===== config.mk =====
export PLATFORM = sky130hd
export DESIGN_NAME = mouse_tracker_flat
export DESIGN_NICKNAME = d
export VERILOG_FILES = /design/src/rtl/mouse_tracker_if.sv /design/src/rtl/mouse_tracker.sv /design/src/flat_wrapper.sv
export SDC_FILE = /design/constraint.sdc
export NUM_CORES = 1
export LEC_CHECK = 0
export CAP_MARGIN = 15
export CORE_ASPECT_RATIO = 0.5
export CORE_MARGIN = 2
export CORE_UTILIZATION = 60
export DETAILED_ROUTE_END_ITERATION = 10
export PLACE_DENSITY_LB_ADDON = 0.15
export SLEW_MARGIN = 30
export SYNTH_ARGS = -nofsm -noshare
export SYNTH_HDL_FRONTEND = slang
export SYNTH_SLANG_ARGS = --single-unit

===== constraint.sdc =====
create_clock -name clock -period 4.9 [get_ports clock]
set_clock_uncertainty 0.2 [all_clocks]
set_input_delay 0.49 -clock clock [delete_from_list [all_inputs] [get_ports clock]]
set_output_delay 0.49 -clock clock [all_outputs]
set_load 0.01 [all_outputs]

===== src/rtl/mouse_tracker_if.sv =====
// Byte stream from the PS/2 controller into the mouse packet decoder.
interface mouse_tracker_if;
   logic [7:0] rx_data;
   logic       rx_valid;

   modport master (output rx_data, output rx_valid);
   modport slave  (input  rx_data, input  rx_valid);
endinterface


===== src/rtl/mouse_tracker.sv =====
// PS/2 mouse packet decoder: aligns 3/4-byte packets, scales the deltas and
// clamps the cursor into the configured screen window.
module mouse_tracker #(
   parameter int unsigned X_MAX        = 159,
   parameter int unsigned Y_MAX        = 119,
   parameter int unsigned X_INIT       = 80,
   parameter int unsigned Y_INIT       = 60,
   parameter int unsigned POS_W        = 8,
   parameter int unsigned PACKET_BYTES = 3,
   parameter bit          INVERT_Y     = 1'b1,
   parameter int unsigned SHIFT        = 0,
   parameter int unsigned TIMEOUT_CYC  = 50000
) (
   input  logic              clock,
   input  logic              resetn,
   mouse_tracker_if.slave    rx,
   output logic [POS_W-1:0]  o_x_pos,
   output logic [POS_W-1:0]  o_y_pos,
   output logic [2:0]        o_buttons,
   output logic [2:0]        o_click_pulse,
   output logic [3:0]        o_wheel_delta,
   output logic              o_packet_valid,
   output logic              o_sync_err
);

   localparam int unsigned CNT_W = $clog2(TIMEOUT_CYC + 1);
   localparam int unsigned SUM_W = ((POS_W > 9) ? POS_W : 9) + 2;

   typedef enum logic [1:0] {S_B0, S_B1, S_B2, S_B3} state_t;

   state_t               r_state;
   logic [CNT_W-1:0]     r_cnt;
   logic [2:0]           r_btn;
   logic [1:0]           r_sign;
   logic [1:0]           r_ovf;
   logic [7:0]           r_dx;
   logic [7:0]           r_dy;

   logic [7:0]              w_dy_byte;
   logic signed [8:0]       w_dx_raw, w_dy_raw, w_dx, w_dy;
   logic signed [SUM_W-1:0] w_x_sum, w_y_sum, w_dx_ext, w_dy_ext, w_x_ext, w_y_ext;
   logic [POS_W-1:0]        w_x_new, w_y_new;

   function automatic logic [POS_W-1:0] clamp(input logic signed [SUM_W-1:0] v,
                                              input int unsigned maxv);
      if (v[SUM_W-1])
         return '0;
      else if (v > $signed(SUM_W'(maxv)))
         return POS_W'(maxv);
      else
         return v[POS_W-1:0];
   endfunction

   // dy comes straight off the bus when the packet completes in S_B2
   always_comb begin
      w_dy_byte = (r_state == S_B3) ? r_dy : rx.rx_data;
      w_dx_raw  = r_ovf[0] ? 9'sd0 : $signed({r_sign[0], r_dx});
      w_dy_raw  = r_ovf[1] ? 9'sd0 : $signed({r_sign[1], w_dy_byte});
      w_dx      = w_dx_raw >>> SHIFT;
      w_dy      = w_dy_raw >>> SHIFT;
      w_dx_ext  = SUM_W'(w_dx);
      w_dy_ext  = SUM_W'(w_dy);
      w_x_ext   = $signed(SUM_W'(o_x_pos));
      w_y_ext   = $signed(SUM_W'(o_y_pos));
      w_x_sum   = w_x_ext + w_dx_ext;
      w_y_sum   = INVERT_Y ? (w_y_ext - w_dy_ext) : (w_y_ext + w_dy_ext);
      w_x_new   = clamp(w_x_sum, X_MAX);
      w_y_new   = clamp(w_y_sum, Y_MAX);
   end

   always_ff @(posedge clock) begin
      if (!resetn) begin
         r_state        <= S_B0;
         r_cnt          <= '0;
         r_btn          <= '0;
         r_sign         <= '0;
         r_ovf          <= '0;
         r_dx           <= '0;
         r_dy           <= '0;
         o_x_pos        <= POS_W'(X_INIT);
         o_y_pos        <= POS_W'(Y_INIT);
         o_buttons      <= '0;
         o_click_pulse  <= '0;
         o_wheel_delta  <= '0;
         o_packet_valid <= 1'b0;
         o_sync_err     <= 1'b0;
      end else begin
         o_packet_valid <= 1'b0;
         o_sync_err     <= 1'b0;
         o_click_pulse  <= '0;
         if (rx.rx_valid) begin
            r_cnt <= '0;
            case (r_state)
               S_B0: begin
                  if (rx.rx_data[3]) begin
                     r_btn   <= rx.rx_data[2:0];
                     r_sign  <= rx.rx_data[5:4];
                     r_ovf   <= rx.rx_data[7:6];
                     r_state <= S_B1;
                  end else begin
                     o_sync_err <= 1'b1;
                  end
               end
               S_B1: begin
                  r_dx    <= rx.rx_data;
                  r_state <= S_B2;
               end
               S_B2: begin
                  r_dy <= rx.rx_data;
                  if (PACKET_BYTES == 4) begin
                     r_state <= S_B3;
                  end else begin
                     o_x_pos        <= w_x_new;
                     o_y_pos        <= w_y_new;
                     o_buttons      <= r_btn;
                     o_click_pulse  <= r_btn & ~o_buttons;
                     o_packet_valid <= 1'b1;
                     r_state        <= S_B0;
                  end
               end
               default: begin
                  o_x_pos        <= w_x_new;
                  o_y_pos        <= w_y_new;
                  o_buttons      <= r_btn;
                  o_click_pulse  <= r_btn & ~o_buttons;
                  o_wheel_delta  <= rx.rx_data[3:0];
                  o_packet_valid <= 1'b1;
                  r_state        <= S_B0;
               end
            endcase
         end else if (r_state != S_B0) begin
            // stalled mid-packet: drop the partial packet after TIMEOUT_CYC idle cycles
            if (r_cnt == CNT_W'(TIMEOUT_CYC - 1)) begin
               r_cnt      <= '0;
               r_state    <= S_B0;
               o_sync_err <= 1'b1;
            end else begin
               r_cnt <= r_cnt + CNT_W'(1);
            end
         end
      end
   end

endmodule


===== src/flat_wrapper.sv =====
// flat-port wrapper written by rule: the top's interface ports become plain ports
module mouse_tracker_flat 
#(
   parameter int unsigned X_MAX        = 159,
   parameter int unsigned Y_MAX        = 119,
   parameter int unsigned X_INIT       = 80,
   parameter int unsigned Y_INIT       = 60,
   parameter int unsigned POS_W        = 8,
   parameter int unsigned PACKET_BYTES = 3,
   parameter bit          INVERT_Y     = 1'b1,
   parameter int unsigned SHIFT        = 0,
   parameter int unsigned TIMEOUT_CYC  = 50000
)
  (clock, resetn, o_x_pos, o_y_pos, o_buttons, o_click_pulse, o_wheel_delta, o_packet_valid, o_sync_err, rx_rx_data, rx_rx_valid);
  mouse_tracker_if rx_i ();
  input  logic clock;
  input  logic resetn;
  output logic [POS_W-1:0] o_x_pos;
  output logic [POS_W-1:0] o_y_pos;
  output logic [2:0] o_buttons;
  output logic [2:0] o_click_pulse;
  output logic [3:0] o_wheel_delta;
  output logic o_packet_valid;
  output logic o_sync_err;
  input wire logic [$bits(rx_i.rx_data)-1:0] rx_rx_data;
  input wire logic [$bits(rx_i.rx_valid)-1:0] rx_rx_valid;
  assign rx_i.rx_data = rx_rx_data;
  assign rx_i.rx_valid = rx_rx_valid;
  mouse_tracker #(.X_MAX(X_MAX), .Y_MAX(Y_MAX), .X_INIT(X_INIT), .Y_INIT(Y_INIT), .POS_W(POS_W), .PACKET_BYTES(PACKET_BYTES), .INVERT_Y(INVERT_Y), .SHIFT(SHIFT), .TIMEOUT_CYC(TIMEOUT_CYC)) u_core (.clock(clock), .resetn(resetn), .rx(rx_i), .o_x_pos(o_x_pos), .o_y_pos(o_y_pos), .o_buttons(o_buttons), .o_click_pulse(o_click_pulse), .o_wheel_delta(o_wheel_delta), .o_packet_valid(o_packet_valid), .o_sync_err(o_sync_err));
endmodule

[Word level (Yosys, flattened, before mapping)]
Cells that the tools add are included.
Word-level totals
  flip-flop bits (word level): 69
  input port bits: 11
  output and inout port bits: 28
  logic and storage cells: 64
Cells by class
  add/sub/neg operators: 3
  magnitude comparators: 2
  eq/ne operators: 5
  multiplexer cells: 19
  bitwise operators: 6
  reductions and logical operators: 15
Operators by type and width (number)
  $mux 8: 5
  $mux 9: 2
  $add 16x1->16 const B: 1
  $eq 16x16->1 const B: 1
  $mux 16: 1
  $gt 11x8->1 const B: 1
  $gt 11x9->1 const B: 1
  $add 9x9->10: 1
  $reduce_and 2->1: 5
  $sub 9x9->10: 1
  $mux 2: 4
  $mux 1: 6
  $reduce_and 3->1: 2
  $reduce_bool 2->1: 3
  $eq 2x2->1 const B: 2
  $not 1->1: 4
  $pmux 2 s2: 1
  $reduce_or 2->1: 2
  $reduce_or 4->1: 1
  $and 3x3->3: 1
  $ne 3x3->1 const B: 1
  $not 3->3: 1
  $reduce_or 3->1: 1
  $eq 2x1->1 const B: 1
  $logic_not 2->1: 1

[Logic depth before layout (Yosys ltp)]
  depth after elaboration: 7
  mapped depth: 13
  gate-level depth less buffers: 12

[Worst setup path after synthesis]
Ideal clock, no wire load.
  path type: reg-to-reg
  start: register u_core.r_state[1]
  end: register u_core.o_y_pos[2]
  arrival time: 3.045 ns
  data required time: 4.576 ns
  setup slack: 1.530 ns
  stages on the path, launching flop included: 14
  path buffers: 2
  cells stage by stage: dfxtp_1 > clkbuf_1 > clkbuf_1 > nand3_1 > a21oi_1 > ha_1 > inv_1 > fa_1 > a211oi_2 > o21a_2 > a21oi_4 > xor2_2 > a31oi_2 > a2111o_1
Between the ends
  word-level cells in the longest chain between the ends: 7
RTL lines
  from (decl): line mouse_tracker.sv:31  | state_t r_state;
  from (signal assigned): line mouse_tracker.sv:73  | r_state <= S_B0;
  from (signal assigned): line mouse_tracker.sv:99  | r_state <= S_B1;
  from (signal assigned): line mouse_tracker.sv:106  | r_state <= S_B2;
  $eq 2x2->1: line mouse_tracker.sv:56  | w_dy_byte = (r_state == S_B3) ? r_dy : rx.rx_data;
  $mux 8: line mouse_tracker.sv:56
  $mux 9: line mouse_tracker.sv:58  | w_dy_raw = r_ovf[1] ? 9'sd0 : $signed({r_sign[1], w_dy_byte});
  $sub 9x9->10: line mouse_tracker.sv:66  | w_y_sum = INVERT_Y ? (w_y_ext - w_dy_ext) : (w_y_ext + w_dy_ext);
  $gt 11x8->1: line mouse_tracker.sv:48  | else if (v > $signed(SUM_W'(maxv)))
  $mux 8: line mouse_tracker.sv:48
  $mux 8: line mouse_tracker.sv:46  | if (v[SUM_W-1])
  to (signal assigned): line mouse_tracker.sv:81  | o_y_pos <= POS_W'(Y_INIT);
  to (signal assigned): line mouse_tracker.sv:114  | o_y_pos <= w_y_new;
  to (signal assigned): line mouse_tracker.sv:123  | o_y_pos <= w_y_new;
  to (decl): line mouse_tracker.sv:18  | output logic [POS_W-1:0] o_y_pos,
Parallel ways exist; a longest one is shown, timed or not.
A chain may end at the register's enable or synchronous reset.

[Worst setup path after layout]
  start: register u_core.r_state[0]
  end: register u_core.o_y_pos[2]
Same word-level chain as after synthesis.

==> flow_summary.ini <==
[status]
status = finished clean

[routing]
wirelength_mm = 8.545
drc = 0
postRouteAntennaNets = 0
routed_via_density = 5.712
wire_per_inst_um = 15.45
dr_total_vias = 3159
drt_iter0_markers = 185
firstDrtPassIters = 5

[hold_path]
hp-class = reg2reg
holdPathEnd = u_core.r_sign[0]$_SDFFE_PN0P_
hold_depth = 2
hold_start = u_core.r_sign[0]$_SDFFE_PN0P_

[setup_path]
worstSetupPathType = reg2reg
start_kind = register
path_max_fanout = 20
r2r-end = u_core.o_y_pos[2]$_SDFFE_PN1P_
r2r_start = u_core.r_state[0]$_SDFFE_PN0P_
rr_worst_depth = 12
worstPathRequired_ns = 4.92
end_kind = register
arrival_ns = 3.53
reg2reg_slack_ns = 1.39

[yosys]
syn_inst = 430
yosys_most_used_dff = dfxtp_1
synthesis.area_sq_um = 3707
ys_ff_latch = 69
synth_edf_count = 0
yosysWarnings = 0
synth_area_leaders = dfxtp_1 37%, nand2_1 6.4%, ha_1 6.1%, a21oi_1 5.4%, nor2_1 4.7%
ys_types = 62
syn-num-nets = 461
yosys.area.top_type = dfxtp_1
ys_async_sr_fraction_pct = 0
synth_seq_area_share_pct = 37.26
avgSynthCellArea_sq_um = 8.622
post-synth-top-area-fraction_pct = 37.26

[sta]
fin_crit_sh_pct = 71.58
finalSetupViolCount = 0
slew_headroom_pct = 47.33
timing.fmax_mhz = 285.1
worst_slack_ns = 1.392
worst_pin_slew_ns = 0.7881
slew_violations = 0
period_minus_slack_ns = 3.508
finalHoldViolCount = 0
rsz0062_at_grt = no
fin_tns_setup_ns = 0

[floorplanning]
die-area_sq_um = 6862
die_x_um = 115.2
rows = 20
io_pins = 39
fp.dieH_um = 59.59
core_sq_um = 6031
initial_utilization_pct = 61.47

[clocking]
cts_buffer_depth = 2
cts_hold_buf = 0
insertion_delay_ns = 0.33
cts_made_buffers = 9
clkSlewWorstSetupHoldPaths_ns = 0.05
post-cts-setup-buffers = 0
ctsResizeCount = 0
tritoncts = built
root_buffer = clkbuf_16
htree_levels = 3
cts.sinks = 69

[place]
portBuffers = 38
gp_congestion = 0.9592
place_ws_ns = 1.211
dpl.hpwl_mm = 6.181

[layout]
final_nets = 493
drive_gt1_share_pct = 7.527
area_growth_pct = 19.81
n_antenna_cell = 0
fillers = 440

[global_routing]
grt_pass1_vias = 2863
grt_antenna_before_repair = 0
overflow = 0
grt_usage_pct = 26.56
grt_start_max_net_pins = 31
grt_first_pass_wirelength_mm = 13.72

[power_and_ir_drop]
peakVddDrop_mv = 0.1975
power_density_nw_per_um2 = 316.0
p_leak_nw = 1.758

[run]
drv_cap = 0
-- stage by stage --
stage	hold WS, ns	std cells	instance area, sq um	total power, W	util [%]
after detailed placement	0.2432	539	4129	0.0007324	68.46
after floorplan	0.2318	430	3707	0.0006946	-
after CTS	0.2522	553	4442	0.001410	73.65
after global placement	0.2289	539	4129	0.0007294	68.46
after global routing	0.2755	553	4442	0.001452	73.65
final	0.2570	553	4442	0.001404	73.65
-- report_power, final --
group          leakage, nW  internal [W]  switching (W)  total [W]
Clock                0.154      0.000453       0.000228   0.000681
Combinational         1.05     0.0000591      0.0000841   0.000143
Sequential           0.558      0.000570     0.00000975   0.000580
Total                 1.76       0.00108       0.000322    0.00140
-- cell families (layout without fill, tap and decap cells) --
group	count (synthesis)	in the layout	share of synthesized area [%]
AOI/OAI and AO/OA	107	107	21.94
xor gates and xnor gates	29	29	7.256
adders and majority gates	20	20	7.155
buffers and inverters	27	62	3.071
DFF	69	69	37.26
muxes	12	12	3.240
and+or+nand+nor	166	166	20.08
-- cells in the final DEF (no fill, tap or decap), drive strengths merged, types with 12 or more instances in the layout --
cell type,count
dfxtp,69
nand2,63
nor2,46
a21oi,41
clkdlybuf4s50,38
nand3,23
xor2,19
ha,18
mux2i,12
a21o,12
-- Yosys cell counts, drive strengths merged (3+ instances only) --
library cell / number
a21o: 12
a2111o: 3
o21a: 4
clkbuf: 14
a211oi: 6
nor2b: 9
nor3b: 3
nand3: 23
mux2i: 12
ha: 18
inv: 8
nor3: 5
o21ai: 8
and3: 3
dfxtp: 69
xor2: 19
nor2: 46
o31ai: 7
buf: 5
o211ai: 4
xnor2: 10
nand2b: 4
a21oi: 41
nand2: 63
-- sequential cells by signal (all words and copies together) (netlist names), 3 cells and up --
signal and flops:
u_core.r_dx 8, u_core.r_dy 8, u_core.o_click_pulse 3, u_core.r_cnt 16, u_core.r_btn 3, u_core.o_wheel_delta 4
u_core.o_x_pos 8, u_core.o_y_pos 8, u_core.o_buttons 3
-- area by class of cell --
cell class | instances | area [sq um] | area share (%)
Timing Repair Buffer | 40 | 395.4 | 8.901
Sequential cell | 69 | 1381 | 31.10
Inverter | 8 | 30.03 | 0.6761
Tap cell | 88 | 110.1 | 2.479
Multi-Input combinational cell | 334 | 2212 | 49.80
Clock inverter | 4 | 73.82 | 1.662
Clock buffer | 10 | 239.0 | 5.380
-- critical path: stages, from the launching register on --
cell and delay, ns:
dfxtp_1 0.51, nand2_1 0.34, nand2_1 0.09, a21oi_1 0.16, ha_1 0.18, inv_1 0.06
fa_1 0.43, a211oi_2 0.32, o21a_2 0.22, a21oi_4 0.06, xor2_2 0.24, a31oi_2 0.16
a2111o_1 0.42
-- layer usage --
layer / track usage, % / vias to the layer above / routed length, um
li1: - / 1585 / -
met1: 35.13 / 1481 / 4104
met2: 42.69 / 82 / 3887
met3: 8.282 / 11 / 461
met4: 7.229 / 0 / 92
met5: 0 / - / 0
-- worst max path at each step --
stage / from / end / slack [ns] / depth (start not counted)
2_1_floorplan: u_core.r_state[1]$_SDFFE_PN0P_ / u_core.o_y_pos[2]$_SDFFE_PN1P_ / 1.53 / 13
3_3_place_gp: rx_rx_data[0] / u_core.o_y_pos[2]$_SDFFE_PN1P_ / 1.30 / 12
3_5_place_dp: rx_rx_data[0] / u_core.o_y_pos[2]$_SDFFE_PN1P_ / 1.21 / 12
4_1_cts: u_core.r_state[0]$_SDFFE_PN0P_ / u_core.o_y_pos[2]$_SDFFE_PN1P_ / 1.42 / 12
5_1_grt: u_core.r_state[0]$_SDFFE_PN0P_ / u_core.o_y_pos[4]$_SDFFE_PN1P_ / 1.18 / 12
6_report: u_core.r_state[0]$_SDFFE_PN0P_ / u_core.o_y_pos[2]$_SDFFE_PN1P_ / 1.39 / 12
Note: power is estimated with default switching activity, not from simulation.
